File: config.mk
export PLATFORM = sky130hd
export DESIGN_NAME = bus_arbiter
export DESIGN_NICKNAME = d
export VERILOG_FILES = /design/src/rtl/bus_arb_pkg.sv /design/src/rtl/bus_arb_picker.sv /design/src/rtl/bus_arbiter.sv
export SDC_FILE = /design/constraint.sdc
export NUM_CORES = 1
export LEC_CHECK = 0
export ABC_AREA = 1
export CORE_ASPECT_RATIO = 0.75
export CORE_MARGIN = 3
export CORE_UTILIZATION = 44
export CTS_CLUSTER_DIAMETER = 30
export CTS_CLUSTER_SIZE = 12
export DETAILED_ROUTE_END_ITERATION = 12
export GPL_ROUTABILITY_DRIVEN = 1
export PLACE_DENSITY = 0.87
export RECOVER_POWER = 50
export SLEW_MARGIN = 40
export SYNTH_ARGS = -nofsm -noshare
export SYNTH_HDL_FRONTEND = slang
export SYNTH_HIERARCHICAL = 1
export SYNTH_SLANG_ARGS = --single-unit
File: constraint.sdc
create_clock -name clock -period 4.4 [get_ports clock]
set_input_delay 0.66 -clock clock [delete_from_list [all_inputs] [get_ports clock]]
set_output_delay 0.66 -clock clock [all_outputs]
set_load 0.1 [all_outputs]
File: src/rtl/bus_arb_pkg.sv
// bus_arb_pkg: shared state encoding, owner constants and counter widths for bus_arbiter
package bus_arb_pkg;
  typedef enum logic [1:0] {IDLE = 2'd0, ACCESS = 2'd1, ACK = 2'd2} state_t;
  localparam logic OWNER_CPU = 1'b0;
  localparam logic OWNER_DMA = 1'b1;
  localparam int WAIT_W = 3;
  localparam int BURST_W = 4;
  localparam int PERF_W = 16;
endpackage

File: src/rtl/bus_arb_picker.sv
// bus_arb_picker: DMA-burst-limited winner selection between CPU and DMA requesters
module bus_arb_picker
  import bus_arb_pkg::*;
#(
  parameter int DMA_MAX_BURST = 4
) (
  input  logic clock,
  input  logic reset,
  input  logic idle,
  input  logic cpu_req,
  input  logic dma_req,
  output logic grant,
  output logic owner
);
  logic [BURST_W-1:0] burst;
  logic cap;
  always_comb begin
    cap = burst == BURST_W'(DMA_MAX_BURST);
    grant = idle && (cpu_req || dma_req);
    owner = dma_req && !(cpu_req && cap) ? OWNER_DMA : OWNER_CPU;
  end
  always_ff @(posedge clock)
    if (reset || (idle && !dma_req) || (grant && owner == OWNER_CPU)) burst <= '0;
    else if (grant && cpu_req && !cap) burst <= burst + BURST_W'(1);
endmodule

File: src/rtl/bus_arbiter.sv
// bus_arbiter: CPU/DMA memory bus sequencer; BUS_ARBITER_PERF_COUNTERS_EN builds grant/contention counters
module bus_arbiter
  import bus_arb_pkg::*;
#(
  parameter int WAIT_STATES = 1,
  parameter int DMA_MAX_BURST = 4
) (
  input  logic        clock,
  input  logic        reset,
  input  logic        cpu_req,
  input  logic        cpu_we,
  input  logic [15:0] cpu_addr,
  input  logic [7:0]  cpu_wdata,
  output logic        cpu_ack,
  output logic [7:0]  cpu_rdata,
  input  logic        dma_req,
  input  logic        dma_we,
  input  logic [15:0] dma_addr,
  input  logic [7:0]  dma_wdata,
  output logic        dma_ack,
  output logic [7:0]  dma_rdata,
  output logic [15:0] mem_addr,
  output logic [7:0]  mem_wdata,
  output logic        mem_we,
  input  logic [7:0]  mem_rdata,
  output logic        grant_dma,
  output logic [15:0] perf_cpu_grants,
  output logic [15:0] perf_dma_grants,
  output logic [15:0] perf_contention
);
  state_t state, state_nx;
  logic [WAIT_W-1:0] wait_cnt;
  logic grant, pick, done;
  bus_arb_picker #(.DMA_MAX_BURST(DMA_MAX_BURST)) u_picker (
    .clock(clock),
    .reset(reset),
    .idle(state == IDLE),
    .cpu_req(cpu_req),
    .dma_req(dma_req),
    .grant(grant),
    .owner(pick)
  );
  always_comb begin
    done = state == ACCESS && wait_cnt == '0;
    state_nx = state == IDLE ? (grant ? ACCESS : IDLE) : done ? ACK : state == ACCESS ? ACCESS : IDLE;
  end
  always_ff @(posedge clock)
    if (reset) begin
      state <= IDLE;
      wait_cnt <= '0;
      mem_addr <= '0;
      mem_wdata <= '0;
      mem_we <= 1'b0;
      grant_dma <= 1'b0;
      cpu_ack <= 1'b0;
      dma_ack <= 1'b0;
      cpu_rdata <= '0;
      dma_rdata <= '0;
    end else begin
      state <= state_nx;
      cpu_ack <= done && grant_dma == OWNER_CPU;
      dma_ack <= done && grant_dma == OWNER_DMA;
      if (grant) begin
        grant_dma <= pick;
        mem_we <= pick ? dma_we : cpu_we;
        mem_addr <= pick ? dma_addr : cpu_addr;
        mem_wdata <= pick ? dma_wdata : cpu_wdata;
        wait_cnt <= WAIT_W'(WAIT_STATES);
      end
      if (state == ACCESS && !done) wait_cnt <= wait_cnt - WAIT_W'(1);
      if (done) mem_we <= 1'b0;
      if (done && !mem_we && grant_dma == OWNER_CPU) cpu_rdata <= mem_rdata;
      if (done && !mem_we && grant_dma == OWNER_DMA) dma_rdata <= mem_rdata;
      if (state == ACK) grant_dma <= 1'b0;
    end
`ifdef BUS_ARBITER_PERF_COUNTERS_EN
  always_ff @(posedge clock)
    if (reset) begin
      perf_cpu_grants <= '0;
      perf_dma_grants <= '0;
      perf_contention <= '0;
    end else begin
      if (grant && pick == OWNER_CPU && ~&perf_cpu_grants) perf_cpu_grants <= perf_cpu_grants + PERF_W'(1);
      if (grant && pick == OWNER_DMA && ~&perf_dma_grants) perf_dma_grants <= perf_dma_grants + PERF_W'(1);
      if (cpu_req && (state == IDLE ? dma_req : grant_dma) && ~&perf_contention)
        perf_contention <= perf_contention + PERF_W'(1);
    end
`else
  assign perf_cpu_grants = '0;
  assign perf_dma_grants = '0;
  assign perf_contention = '0;
`endif
endmodule

# After elaboration in Yosys (flattened, before gate mapping)
# Cells that the tools add are included.
# Widths: inputs -> output; s select.
# totals
regBits,53
# classes
add_sub_neg,2
eq_ne,3
mux,10
n_bitwise,2
n_reduce_logical,27
# op_table
operator,count
$mux 16,1
$logic_and 1x1->1,14
$mux 8,1
$mux 3,2
$logic_not 1->1,5
$add 4x1->4 const B,1
$eq 4x3->1 const B,1
$mux 1,4
$mux 2,2
$reduce_or 2->1,2
$logic_not 3->1,1
$logic_or 1x1->1,3
$sub 3x1->3 const B,1
$eq 2x1->1 const B,1
$eq 2x2->1 const B,1
$logic_not 2->1,1
$not 1->1,2
$reduce_bool 2->1,1

# Depth between registers and ports, before layout
# Gate-level depths: netlist of the first run.
# depth
ltp_word,8
depth_mapped,12
mapped_depth_nobuf,10

# Cells and area by module
# The synthesis of the first run kept the hierarchy.
# modules_own_cells
mod,instances,cells_each,area_each_um2
bus_arbiter,1,384,2733.9
bus_arb_picker,1,48,297.8

# Worst setup path after synthesis of the first run
# No wires, ideal clock.
# synth_timing
path_kind,register to output
start,reg mem_we
end,out mem_we
arrival_time_ns,1.055
required_ns,3.740
slack_ns,2.685
path_stages_with_launch,1
n_path_buf,0
path_cell_list,dfxtp_1
# synth_lines
item,line_no,rtl
start: declaration,bus_arbiter.sv:24,"output logic mem_we,"
start signal: assignment,bus_arbiter.sv:65,mem_we <= pick ? dma_we : cpu_we;
# No word-level cell between the ends.

# Worst setup path after layout of the first run
# layout_timing
start,in reset
end,reg grant_dma
# layout_between
elab_chain_len,1
# layout_lines
item,line_no,rtl
start: declaration,bus_arbiter.sv:9,"input logic reset,"
$reduce_or 2->1 (no source line),-,
end signal: assignment,bus_arbiter.sv:64,grant_dma <= pick;
end: declaration,bus_arbiter.sv:26,"output logic grant_dma,"
# Every way passes these cells.
# A chain may end at the register's enable or synchronous reset.

==> impl_results.md, run 1 <==
- Status: finished, final reports clean
- Clk_lat worst skew: 0.30 ns
- Crit Path Max Fanout: 43
- Final ANT Viol Nets: 0
- H-tree Lvls: 2
- Post-CTS Setup Bufs: 0
- Netlist Area Pre-Place: 0.003032 sq mm
- CTS Root Cell: clkbuf_8
- FP Rows: 25
- Sw Share: 52.63%
- Post-synth ARST share: 0%
- Finished Layout Cells: 608
- Total CTS buffers: 5
- Setup CP Type: primary input to register
- Crit path max-delay family: buffers and inverters
- Final WL: 7059 um
- RSZ-0062 raised after global routing: false
- Crit path arrival time: 2.82 ns
- Slew margin rel.: 13.22%
- Clock share of power: 18.6%
- Starting Density: 46.82%
- DP Cell Count: 600
- Initial antenna violation count: 0
- Layout cells sized above 1: 5.313%
- Final Max Tran Viols: 0
- Commonest cells in the netlist: nand2_1, inv_1, dfxtp_1, buf_4, nand3_1
- Worst slew pin tran: 1.300 ns
- Critical Path Source Type: primary input
- Largest stage delay, worst path: 0.98 ns
- Highest Clock Rate: 0.3840 GHz
- Worst path slowest cell: inv_1
- CTS Sinks: 53
- DR vias: 2,739
- Final Hold Fails: 0
- TNS Setup: 0 ns
- CTS tree: built
- Worst Skew: 0.01161 ns
- Multi-input logic area: 0.001328 sq mm
- CTS hold repair buffers: 0
- Net load switching power: 0.0009773 W
- WP buf/inv: 2
- Sequential cell area: 0.001061 sq mm
- Area Overhead vs Synth: 22.78%
- Peak VDD IR: 0.2367 mV
- Critical Path, Cell by Cell: dlygate4sd3_1 -> inv_1 -> o21ai_0 -> a211oi_1
- Static leakage: 1.840 nW
- Final instance area: 0.003722 sq mm
- Die ar.: 0.007933 sq mm
- DR iter-0 viols: 100
- Post-Syn Instances: 432
- Gr ovfl total: 0
- Worst Hold Class: register to register
- Register bit count reported by yosys: 53
- GPL Wtd Cong: 0.8011
- Vias in the first global route: 2,615
- Top post-synthesis cells by area: dfxtp_1, nand2_1, buf_4, inv_1, nand3_1
- Max-Cap Viols: 0
- Overall fraction of global-route tracks in use: 18.03%
- Post-synth EDFFs: 0
- Final period util: 59.19%
- Num ports: 154
- Antenna Cells: 0
- Worst Setup SP: reset
- Drc violations: 0
- Post_cts resized: 0
- First-pass GRT wire length: 11,770 um
- Vias per inst: 4.505
- Post-synthesis cell type count: 26
- Final Net Count: 592
- Comb power frac: 49.9%
- Post-synthesis sequential area ratio: 35.00%
- Most common cell in the netlist: nand2_1
- CTS max path bufs: 2
- Syn avg cell area: 7.018 sq um
- Post-DP HPWL: 5461 um
- Ys flop type: dfxtp_1
- Power Density: 498.9 mW/mm^2
- Fin crit period: 2.604 ns
- Power share of the sequential group: 31.5%
- Worst-path clk slew: 0.10 ns
- Cell taking the most area after synthesis: dfxtp_1
- Port bufs: 105
- DIE HEIGHT: 77.89 um
- Int Pwr: 0.0008796 W
- Die span in x: 101.9 um
- # fillers: 614
- Worst-case reg-to-reg path depth: 10
- CP endpoint: grant_dma
- Final Power: 0.001857 W
- Final setup viols: 0
- Avg WL per Cell: 11.61 um
- Crit path capture type: register
- DR pass1 iterations: 4
- R2R Setup Slk: 2.26 ns
- Reg2Reg Launch Point: u_picker/burst[0]
- YS warnings: 6
- Cell depth of the worst setup path: 4
- Worst hold margin: 0.4851 ns
- Req. time, crit path: 4.62 ns
- Total core area: 0.006475 sq mm
- Worst R2R End: mem_addr[5]
- Post-DP Area: 0.003667 sq mm
- Yosys top cell area share: 35.00%
- Largest net degree at the start of global routing: 54
## kinds of logic (layout without fill, tap and decap cells)
| logic type | count (synthesis) | after routing | synth area share, % |
|---|---|---|---|
| adders and majority gates | 4 | 4 | 1.651 |
| DFF | 53 | 53 | 35.00 |
| buffers and inverters | 153 | 201 | 26.62 |
| and+or+nand+nor | 185 | 185 | 28.52 |
| other | 1 | 48 | 0.1237 |
| AOI/OAI and AO/OA | 36 | 36 | 8.089 |
## per-layer routing
metal / share of wire (%) / wire [um] / vias to the layer above / GRT usage, %
met3: 5.7 / 402 / 10 / 4.223
met4: 1.6 / 114 / 0 / 6.029
met5: 0 / 0 / - / 0
met2: 50 / 3541 / 94 / 31.20
met1: 42 / 3000 / 1219 / 21.85
li1: - / - / 1416 / -
## per-stage QoR
| stage | utilization (%) | worst slack, ns |
|---|---|---|
| global placement | 60.04 | 1.607 |
| CTS | 58.49 | 1.776 |
| global route | 57.49 | 1.579 |
| detailed placement | 56.64 | 1.475 |
| finish | 57.49 | 1.796 |
| floorplan | - | 2.685 |
## worst register-to-register path, cell delays in order, from the launching register on
cell and delay, ns:
dfxtp_1 0.42, inv_1 0.09, ha_1 0.26, nand4_1 0.12, nand2_1 0.08, inv_2 0.36, inv_2 0.32, nand2_1 0.15
nand3_1 0.08, o211ai_1 0.11, inv_1 0.06
## power groups by stage
stage,registers (W),clock network (W),logic [W]
2_1_floorplan,0.000987,0,0.000445
3_3_place_gp,0.000594,0,0.000984
4_1_cts,0.000584,0.000352,0.000948
3_5_place_dp,0.000594,0,0.000947
6_report,0.000585,0.000345,0.000927
5_1_grt,0.000593,0.000376,0.000982
## cell usage in the layout, fill, tap and decap left out, types with 4 or more instances in the layout
cell             synthesis  routed
inv_2                    4       4
nand3_2                  5       5
conb_1                   1      48
clkbuf_1                 5      42
a21oi_1                  8       8
inv_1                   83      83
nand2_1                 98      98
ha_1                     4       4
o211ai_1                25      25
dfxtp_1                 53      53
nand3_1                 41      42
clkdlybuf4s50_1          0      60
nor2_1                  26      26
clkbuf_8                 1       6
## worst min path at each step
stage / to / from / cells after the start
4_1_cts: wait_cnt[2] / wait_cnt[2] / 2
2_1_floorplan: wait_cnt[0] / wait_cnt[0] / 2
3_5_place_dp: mem_addr[4] / mem_addr[4] / 2
5_1_grt: mem_addr[3] / mem_addr[3] / 2
6_report: wait_cnt[2] / wait_cnt[2] / 2
3_3_place_gp: mem_addr[12] / mem_addr[12] / 2
## flip-flops by register name, indices dropped and copies added (netlist names)
name and flops:
cpu_ack 1, cpu_rdata 8, dma_ack 1, dma_rdata 8
grant_dma 1, mem_addr 16, mem_wdata 8, mem_we 1
state 2, u_picker/burst 4, wait_cnt 3
## final cells by class
cell class | instances | share of cell area (%)
clock buffers | 6 | 2.218
multi-input cells | 273 | 35.66
inverters | 87 | 8.773
repair buffers | 106 | 21.11
well taps | 81 | 2.723
flip-flops and latches | 53 | 28.50
clock inverters | 2 | 1.008
Power figures use the tool's default switching activity.
==> run 2, diff against run 1 <==
- CORE_UTILIZATION: 44 -> 40
- PLACE_DENSITY: 0.87 -> 0.8
- clock period: 4.4 -> 2.6 ns (I/O delays scaled with it)
==> run 2 against run 1 <==
Worst hold slack improved by 0.0012 ns. Sequential share of layout area decreased by 0.31 points. Sequential power increased by 70%. Global-route usage decreased by 2.3 points. Power increased by 68%. Combinational power increased by 70%. Clock power increased by 58%. Utilization decreased by 4.4 points. Critical path type is now register to output pin. Critical endpoint is now mem_we. Highest routed layer unchanged.
==> impl_results.md, run 2 (synthesized netlist as in run 1, its figures left out) <==
- Sw Share: 52.72% (+0.087 points)
- Crit path max-delay family: buffers and inverters
- Final Net Count: 594 (+0.34%)
- Crit path arrival time: 1.70 ns (-1.12 ns)
- Antenna Cells: 0 (unchanged)
- Max-Cap Viols: 0 (unchanged)
- Power Density: 829.2 mW/mm^2 (+66%)
- Vias per inst: 4.324 (-4.0%)
- CTS Sinks: 53 (unchanged)
- Post-DP HPWL: 5400 um (-1.1%)
- Die span in x: 106.5 um (+4.6%)
- Min-delay src: mem_wdata[7]
- Worst-case reg-to-reg path depth: 8 (-2)
- Reg with most FFs: mem_addr
- Final Max Tran Viols: 0 (unchanged)
- WP buf/inv: 1 (-1)
- RSZ-0062 raised after global routing: false
- Commonest non-fill, non-tap cell in the layout: nand2_1
- Power share of the sequential group: 31.8% (+0.3 points)
- Worst slew pin tran: 1.200 ns (-0.1006 ns)
- Vias in the first global route: 2,514 (-3.9%)
- Num ports: 154 (unchanged)
- DR vias: 2,711 (-1.0%)
- First-pass GRT wire length: 11,240 um (-4.5%)
- TNS Setup: 0 ns (unchanged)
- Largest stage delay, worst path: 0.92 ns (-0.06 ns)
- Hold Crit Depth: 2 (unchanged)
- GPL Wtd Cong: 0.8200 (+2.4%)
- Post_cts resized: 0 (unchanged)
- Worst R2R End: dma_rdata[7]
- Area Overhead vs Synth: 24.14%
- R2R Setup Slk: 0.83 ns (-1.43 ns)
- FP Rows: 26 (+4.0%)
- Crit Path Max Fanout: 4 (-91%)
- Highest Clock Rate: 0.4779 GHz
- Final Power: 0.003121 W (+68%)
- Slew margin rel.: 20.37% (+7.1 points)
- Critical Path Source Type: register
- Setup CP Type: register to output pin
- Port bufs: 105 (unchanged)
- Critical Path, Cell by Cell: clkbuf_1
- WL met1: 3055 um (+1.8%)
- Int Pwr: 0.001475 W (+68%)
- Comb power frac: 50.7% (+0.8 points)
- Final period util: 80.48%
- DR iter-0 viols: 123 (+23%)
- Drc violations: 0 (unchanged)
- Total CTS buffers: 5 (unchanged)
- DR pass1 iterations: 4 (unchanged)
- Avg WL per Cell: 10.94 um (-5.8%)
- Largest net degree at the start of global routing: 54 (unchanged)
- H-tree Lvls: 2 (unchanged)
- CTS hold repair buffers: 0 (unchanged)
- Static leakage: 1.849 nW (+0.48%)
- Die ar.: 0.008671 sq mm (+9.3%)
- Worst hold endpoint: mem_wdata[7]
- Clock share of power: 17.5% (-1.1 points)
- Max reg flops: 16 (unchanged)
- Highest-count cells in the layout ignoring fill and taps: nand2_1, inv_1, clkdlybuf4s50_1
- Worst Hold Class: register to register
- Worst-path clk slew: 0.09 ns (about the same)
- CTS tree: built
- Detail Route met3 WL: 368 um (-8.5%)
- Crit path capture type: output pin
- Met2 routed WL: 3370 um (-4.8%)
- Worst path slowest cell: clkbuf_1
- Clk_lat worst skew: 0.30 ns (about the same)
- Reg2Reg Launch Point: wait_cnt[0]
- Req. time, crit path: 2.21 ns (-2.41 ns)
- Final ANT Viol Nets: 0 (unchanged)
- Final Hold Fails: 0 (unchanged)
- Layout cells sized above 1: 5.293% (-0.020 points)
- Overall fraction of global-route tracks in use: 15.71% (-2.3 points)
- Worst Skew: 0.008942 ns (-0.002664 ns)
- DIE HEIGHT: 81.40 um (+4.5%)
- # fillers: 753 (+23%)
- Starting Density: 42.75% (-4.1 points)
- CTS max path bufs: 2 (unchanged)
- Final WL: 6859 um (-2.8%)
- Initial antenna violation count: 0 (unchanged)
- Status: finished, final reports clean
- Net load switching power: 0.001645 W (+68%)
- Post-CTS Setup Bufs: 0 (unchanged)
- Peak VDD IR: 0.4030 mV (+70%)
- Gr ovfl total: 0 (unchanged)
- CTS Root Cell: clkbuf_8
- Fin crit period: 2.092 ns
- Final setup viols: 0 (unchanged)
- Cell depth of the worst setup path: 1 (-3)
- Total core area: 0.007092 sq mm (+9.5%)
- Uppermost layer routed: met4
-- run 2: cell count changes in the layout (fill, tap and decap cells not counted), sizes merged --
cell,previous run,this run
clkbuf,48,49
buf,3,4
clkdlybuf4s50,60,61
clkinv,0,1
dlygate4sd3,1,0
clkinvlp,1,0
-- run 2: area by class of cell --
type	instances	area (sq um)	share of cell area, %
inverter	87	326.6	8.677
timing repair buffer	108	814.5	21.64
sequential	53	1061	28.19
multi-input combinational	273	1328	35.27
clock buffer	6	72.57	1.928
tap	98	122.6	3.258
clock inverter	2	38.79	1.031
-- run 2: metal layers --
layer / vias to the layer above / global-route usage, %
met5: - / 0
met4: 0 / 3.831
met1: 1204 / 19.14
met3: 6 / 3.018
li1: 1419 / -
met2: 82 / 28.89
-- run 2: per-stage QoR --
| step | setup slack [ns] | util, % | hold WS (ns) | instances | area (sq um) |
|---|---|---|---|---|---|
| finish | 0.5075 | 53.07 | 0.4863 | 627 | 3764 |
| global route | 0.4561 | 53.07 | 0.5077 | 627 | 3764 |
| CTS | 0.8572 | 55.52 | 0.4946 | 627 | 3938 |
| detailed placement | 0.6384 | 53.95 | 0.4657 | 619 | 3826 |
| global placement | 0.6691 | 53.95 | 0.4606 | 619 | 3826 |
| floorplan | 0.8860 | - | 0.4450 | 479 | 3208 |
-- run 2: how the worst max path moves through the flow --
| stage | slack, ns | end | start |
|---|---|---|---|
| 6_report | 0.51 | mem_we | mem_we |
| 5_1_grt | 0.46 | mem_we | mem_we |
| 4_1_cts | 0.86 | mem_addr[10] | u_picker/burst[0] |
| 3_5_place_dp | 0.64 | mem_addr[10] | cpu_req |
| 3_3_place_gp | 0.67 | mem_addr[11] | cpu_req |
| 2_1_floorplan | 0.89 | cpu_rdata[7] | mem_we |
-- run 2: tightest hold or removal path, delay by kind of cell (launching register included) --
| family | cells | cell delay [ns] |
|---|---|---|
| AOI/OAI and AO/OA | 1 | 0.08 |
| buffers and inverters | 1 | 0.05 |
| DFF | 1 | 0.34 |
-- run 2: power by group through the flow --
stage               Sequential (W)  Clock [W]  Combinational [W]
floorplan                  0.00167          0           0.000752
global placement           0.00101          0            0.00165
detailed placement         0.00101          0            0.00167
CTS                       0.000998   0.000569            0.00167
global route               0.00101   0.000601            0.00167
finish                    0.000994   0.000546            0.00158
